`config.mk`:
```
export PLATFORM = sky130hd
export DESIGN_NAME = serial_subtractor
export DESIGN_NICKNAME = d
export VERILOG_FILES = /design/src/rtl/serial_subtractor.sv
export SDC_FILE = /design/constraint.sdc
export NUM_CORES = 1
export LEC_CHECK = 0
export ABC_CLOCK_PERIOD_IN_PS = 1700
export CAP_MARGIN = 20
export CORE_MARGIN = 8
export CORE_UTILIZATION = 50
export CTS_CLUSTER_DIAMETER = 200
export DETAILED_ROUTE_END_ITERATION = 16
export GPL_TIMING_DRIVEN = 0
export MAX_ROUTING_LAYER = met4
export PLACE_DENSITY = 0.75
export SETUP_SLACK_MARGIN = 0.2
export SYNTH_ARGS = -nofsm -noshare
export SYNTH_HDL_FRONTEND = slang
export SYNTH_SLANG_ARGS = --single-unit
```
`constraint.sdc`:
```
create_clock -name clk -period 1.7 [get_ports clk]
set_input_delay 0.17 -clock clk [delete_from_list [all_inputs] [get_ports clk]]
set_output_delay 0.17 -clock clk [all_outputs]
set_load 0.05 [all_outputs]
```
`src/rtl/serial_subtractor.sv`:
```
// Bit-serial unsigned subtractor: Diff = A - B - Bin, one bit per clock, LSB first.
// A single full-subtractor cell is reused every RUN cycle. The borrow between
// bit positions lives in a register.
module serial_subtractor #(
    parameter int WIDTH = 8
) (
    input  logic             clk,
    input  logic             rst,
    input  logic             start,
    input  logic [WIDTH-1:0] A,
    input  logic [WIDTH-1:0] B,
    input  logic             Bin,
    output logic [WIDTH-1:0] Diff,
    output logic             Bout,
    output logic             busy,
    output logic             done
);

    // The counter reaches WIDTH on the final edge, so it needs clog2(WIDTH+1) bits.
    localparam int CW = (WIDTH < 1) ? 1 : $clog2(WIDTH + 1);

    typedef enum logic [1:0] {
        S_IDLE = 2'd0,
        S_RUN  = 2'd1,
        S_DONE = 2'd2
    } state_t;

    state_t           r_state;
    state_t           w_next;
    logic [WIDTH-1:0] r_a_sh;
    logic [WIDTH-1:0] r_b_sh;
    logic [WIDTH-1:0] r_res_sh;
    logic             r_borrow;
    logic [CW-1:0]    r_cnt;
    logic [WIDTH-1:0] r_diff;
    logic             r_bout;

    logic             w_a;
    logic             w_b;
    logic             w_d;
    logic             w_bnext;
    logic             w_last;
    logic [WIDTH-1:0] w_res_next;

    // Full-subtractor cell on the current LSBs, and the result after inserting the new bit at the MSB.
    always_comb begin
        w_a        = r_a_sh[0];
        w_b        = r_b_sh[0];
        w_d        = w_a ^ w_b ^ r_borrow;
        w_bnext    = (~w_a & w_b) | (~(w_a ^ w_b) & r_borrow);
        w_res_next = r_res_sh >> 1;
        w_res_next[WIDTH-1] = w_d;
        w_last     = (r_cnt == CW'(WIDTH - 1));
    end

    // Next-state logic; start is only looked at in IDLE, DONE always returns to IDLE.
    always_comb begin
        w_next = r_state;
        case (r_state)
            S_IDLE:  if (start) w_next = S_RUN;
            S_RUN:   if (w_last) w_next = S_DONE;
            S_DONE:  w_next = S_IDLE;
            default: w_next = S_IDLE;
        endcase
    end

    // State register.
    always_ff @(posedge clk or posedge rst) begin
        if (rst) begin
            r_state <= S_IDLE;
        end else begin
            r_state <= w_next;
        end
    end

    // Operand capture, bit-serial shifting and result load on the last RUN edge.
    always_ff @(posedge clk or posedge rst) begin
        if (rst) begin
            r_a_sh   <= '0;
            r_b_sh   <= '0;
            r_res_sh <= '0;
            r_borrow <= 1'b0;
            r_cnt    <= '0;
            r_diff   <= '0;
            r_bout   <= 1'b0;
        end else begin
            case (r_state)
                S_IDLE: begin
                    if (start) begin
                        r_a_sh   <= A;
                        r_b_sh   <= B;
                        r_borrow <= Bin;
                        r_res_sh <= '0;
                        r_cnt    <= '0;
                    end
                end
                S_RUN: begin
                    r_a_sh   <= r_a_sh >> 1;
                    r_b_sh   <= r_b_sh >> 1;
                    r_borrow <= w_bnext;
                    r_res_sh <= w_res_next;
                    r_cnt    <= r_cnt + CW'(1);
                    if (w_last) begin
                        r_diff <= w_res_next;
                        r_bout <= w_bnext;
                    end
                end
                default: ;
            endcase
        end
    end

    assign Diff = r_diff;
    assign Bout = r_bout;
    assign busy = (r_state == S_RUN);
    assign done = (r_state == S_DONE);

endmodule

```
==> summary.txt <==
Status
  – Status: completed

Global routing
  – GRT Total Usage: 0.149
  – Pin count of the biggest net entering global routing: 40
  – GRT met2 Usage: 0.217
  – First-pass GRT wire length: 5980 um
  – Met1 usage: 0.192
  – GR Overflow Total: 0
  – Top Usage Layer GRT: met2
  – Initial antenna violation count: 0
  – Met3 Usage GRT: 0.0343
  – Vias in the first global route: 1242

Clock tree
  – Hold buffer count at CTS: 0
  – Clock root buffer: clkbuf_4
  – H-Tree Depth: 2
  – TritonCTS Buffers: 5
  – TritonCTS clock tree: yes
  – Worst skew pair latency: 0.34 ns
  – Worst-path clk slew: 0.12 ns
  – Clk sink count: 39
  – CTS Buffer Depth: 2

STA
  – FMAX: 668 MHz
  – Clock skew: 0.00712 ns
  – Time the worst path needs with I/O delays and setup: 1.50 ns
  – Setup violations, final: 0
  – Worst slew pin tran: 0.774 ns
  – Fin crit share: 0.880
  – Unrepaired setup endpoints after global routing: true
  – Slew HR: 0.483
  – Final WS setup: 0.203 ns
  – Max Slew Vio Count: 0
  – Count of final hold-check violations: 0

Route
  – DR vias/cell: 5.33
  – DR vias: 1216
  – Final Routed Wirelength: 3610 um
  – WL/cell: 15.8 um
  – DR iter-0 viols: 128
  – Final ANT Viol Nets: 0
  – DRC: 0
  – DR pass1 iterations: 4

Pwr
  – Logic pwr share: 0.418
  – P_int: 2.43 mW
  – Clock Power Share: 0.196
  – Net Switching: 1.48 mW
  – Power Dens Cells: 1790 nW/um2
  – Reg power frac: 0.386
  – Peak VDD IR: 0.00109 V
  – Sw Ratio: 0.379
  – Leak Pwr: 1.00 nW

Critical path
  – RR Endpoint: r_a_sh[7]
  – CP required: 1.53 ns
  – CP Data Arrival Time: 1.33 ns
  – Worst r2r path cells: 4
  – Setup slack, reg-to-reg: 0.23 ns
  – WS Path Type: reg -> out
  – Worst setup SP type: register
  – Crit path to: done
  – Beginning of the worst register-to-register path: r_state[1]
  – Critical Path Sink Type: primary output
  – Crit path max fanout: 8
  – CP Launch Point: r_state[0]

Synth
  – Top-area cell type share of the netlist area: 0.600
  – Post-Syn Area: 1630 um2
  – Area leader, netlist: dfrtp_1
  – Synth Net Count: 158
  – Largest cells by area after synthesis: dfrtp_1 60%, a22oi_1 6.0%, mux2_2 5.5%, a22o_1 5.4%, o21ai_0 4.3%
  – Synth warn: 0
  – #FFs+latches synth: 39
  – Avg Inst Size Synth: 12.0 um2
  – Count of different cell masters after synthesis: 26
  – Sequential area share after synthesis: 0.600
  – Synthesized instance count: 136

Placement
  – Dpl cell area: 1980 um2
  – DPL Wire Length: 2440 um
  – Port Buffer Count: 30
  – GP Congestion: 0.739
  – Place WS: -0.200 ns

Layout
  – Share of cells above drive strength 1: 0.234
  – Register Area: 977 um2
  – Inserted Diodes: 0
  – P&R area growth vs syn: 33.8%
  – Fin nets: 205
  – Multi-input logic area: 608 um2
  – Fill cells: 237
  – Final instance area: 2180 um2

Floorplan
  – IO Count: 31
  – Die Wd: 73.0 um
  – Chip height: 73.0 um
  – Core area: 3080 um2
  – Die area: 5330 um2
  – Starting Density: 0.528
  – Core Rows: 20

Job
  – Max cap viols: 0

Worst hold path
  – Hold/Removal Path Class: in -> async
-- metrics by stage --
| step | total power [mW] | util | hold WS, ns | cells | setup TNS [ns] |
|---|---|---|---|---|---|
| floorplan | 2.58 | - | 0.303 | 136 | 0 |
| global placement | 3.00 | 0.645 | 0.463 | 210 | -5.43 |
| detailed placement | 3.08 | 0.645 | 0.472 | 210 | -0.274 |
| CTS | 3.83 | 0.691 | 0.301 | 222 | 0 |
| global route | 4.16 | 0.707 | 0.343 | 228 | 0 |
| finish | 3.91 | 0.707 | 0.269 | 228 | 0 |
-- Yosys cell counts --
cell      count
and3b_1       1
inv_1         5
o22ai_1       2
buf_2         5
inv_2         1
nor2_1        1
mux2_2        8
ha_1          1
a31oi_1       1
mux2i_1       2
nand3_1       1
nand2_1      15
clkbuf_1      2
nand2b_1      2
o21ai_0      14
nor2b_1       4
o21bai_2      1
a41oi_1       1
fa_1          1
a22o_2        1
dfrtp_1      39
a21oi_1       3
a22o_1       10
a22oi_1      13
nor3_4        1
nand2_2       1
-- routing by layer --
| layer | vias to the layer above | share of wire |
|---|---|---|
| li1 | 583 | - |
| met1 | 597 | 0.47 |
| met2 | 29 | 0.48 |
| met3 | 7 | 0.035 |
| met4 | 0 | 0.017 |
| met5 | - | 0 |
-- power by group through the flow --
stage | Clock, mW | Combinational, mW | Sequential (mW)
2_1_floorplan | 0 | 0.775 | 1.81
3_3_place_gp | 0 | 1.48 | 1.52
3_5_place_dp | 0 | 1.54 | 1.54
4_1_cts | 0.771 | 1.55 | 1.52
5_1_grt | 0.817 | 1.79 | 1.56
6_report | 0.768 | 1.63 | 1.51
-- area by class of cell --
class / count / share of cell area
Sequential cell: 39 / 0.449
Multi-Input combinational cell: 84 / 0.279
Clock buffer: 6 / 0.0190
Timing Repair Buffer: 40 / 0.167
Inverter: 6 / 0.0103
Buffer: 7 / 0.0230
Tap cell: 44 / 0.0253
Clock inverter: 2 / 0.0276
-- how the worst min path moves through the flow --
stage | start | end | cells after the start
6_report | rst | Diff[6] | 2
5_1_grt | rst | Diff[6] | 2
4_1_cts | rst | Diff[6] | 2
3_5_place_dp | r_a_sh[1] | r_a_sh[1] | 2
3_3_place_gp | r_a_sh[6] | r_a_sh[6] | 2
2_1_floorplan | A[7] | r_a_sh[7] | 1
-- critical path: stages, from the launching register on --
cell and delay, ns:
dfrtp_2 0.46, buf_6 0.15, buf_8 0.12, nor2b_4 0.10
buf_6 0.16
-- sequential cells by signal, indices dropped and copies added, names as in the netlist --
signal	count
r_borrow	1
Bout	1
r_res_sh	7
r_cnt	4
r_state	2
Diff	8
r_a_sh	8
r_b_sh	8
-- kinds of logic after synthesis --
logic type / count (synthesis) / synth area share
AOI/OAI and AO/OA: 46 / 0.196
adders and majority gates: 2 / 0.0200
buffers and inverters: 13 / 0.0338
DFF: 39 / 0.600
muxes: 10 / 0.0677
and+or+nand+nor: 26 / 0.0823
-- what timing repair did --
action | CTS | global route
setup endpoints to repair | 25 | 26
setup buffers | 4 | 6
pin swaps | 1 | 0
resized for setup | 29 | 3
-- layout by cell type, fill, tap and decap left out, types with 2 or more instances in the layout --
cell	n
nand2_1	15
dlygate4sd2_1	9
o22ai_1	2
buf_2	3
buf_6	2
clkbuf_4	5
nand2b_1	2
buf_4	11
a21oi_1	3
a22o_1	10
mux2_2	8
inv_2	2
nor2b_1	2
clkdlybuf4s50_1	19
inv_1	4
clkbuf_1	2
o21ai_0	14
a22oi_1	13
bufinv_16	2
mux2i_1	2
dfrtp_1	38
Power figures use the tool's default switching activity.
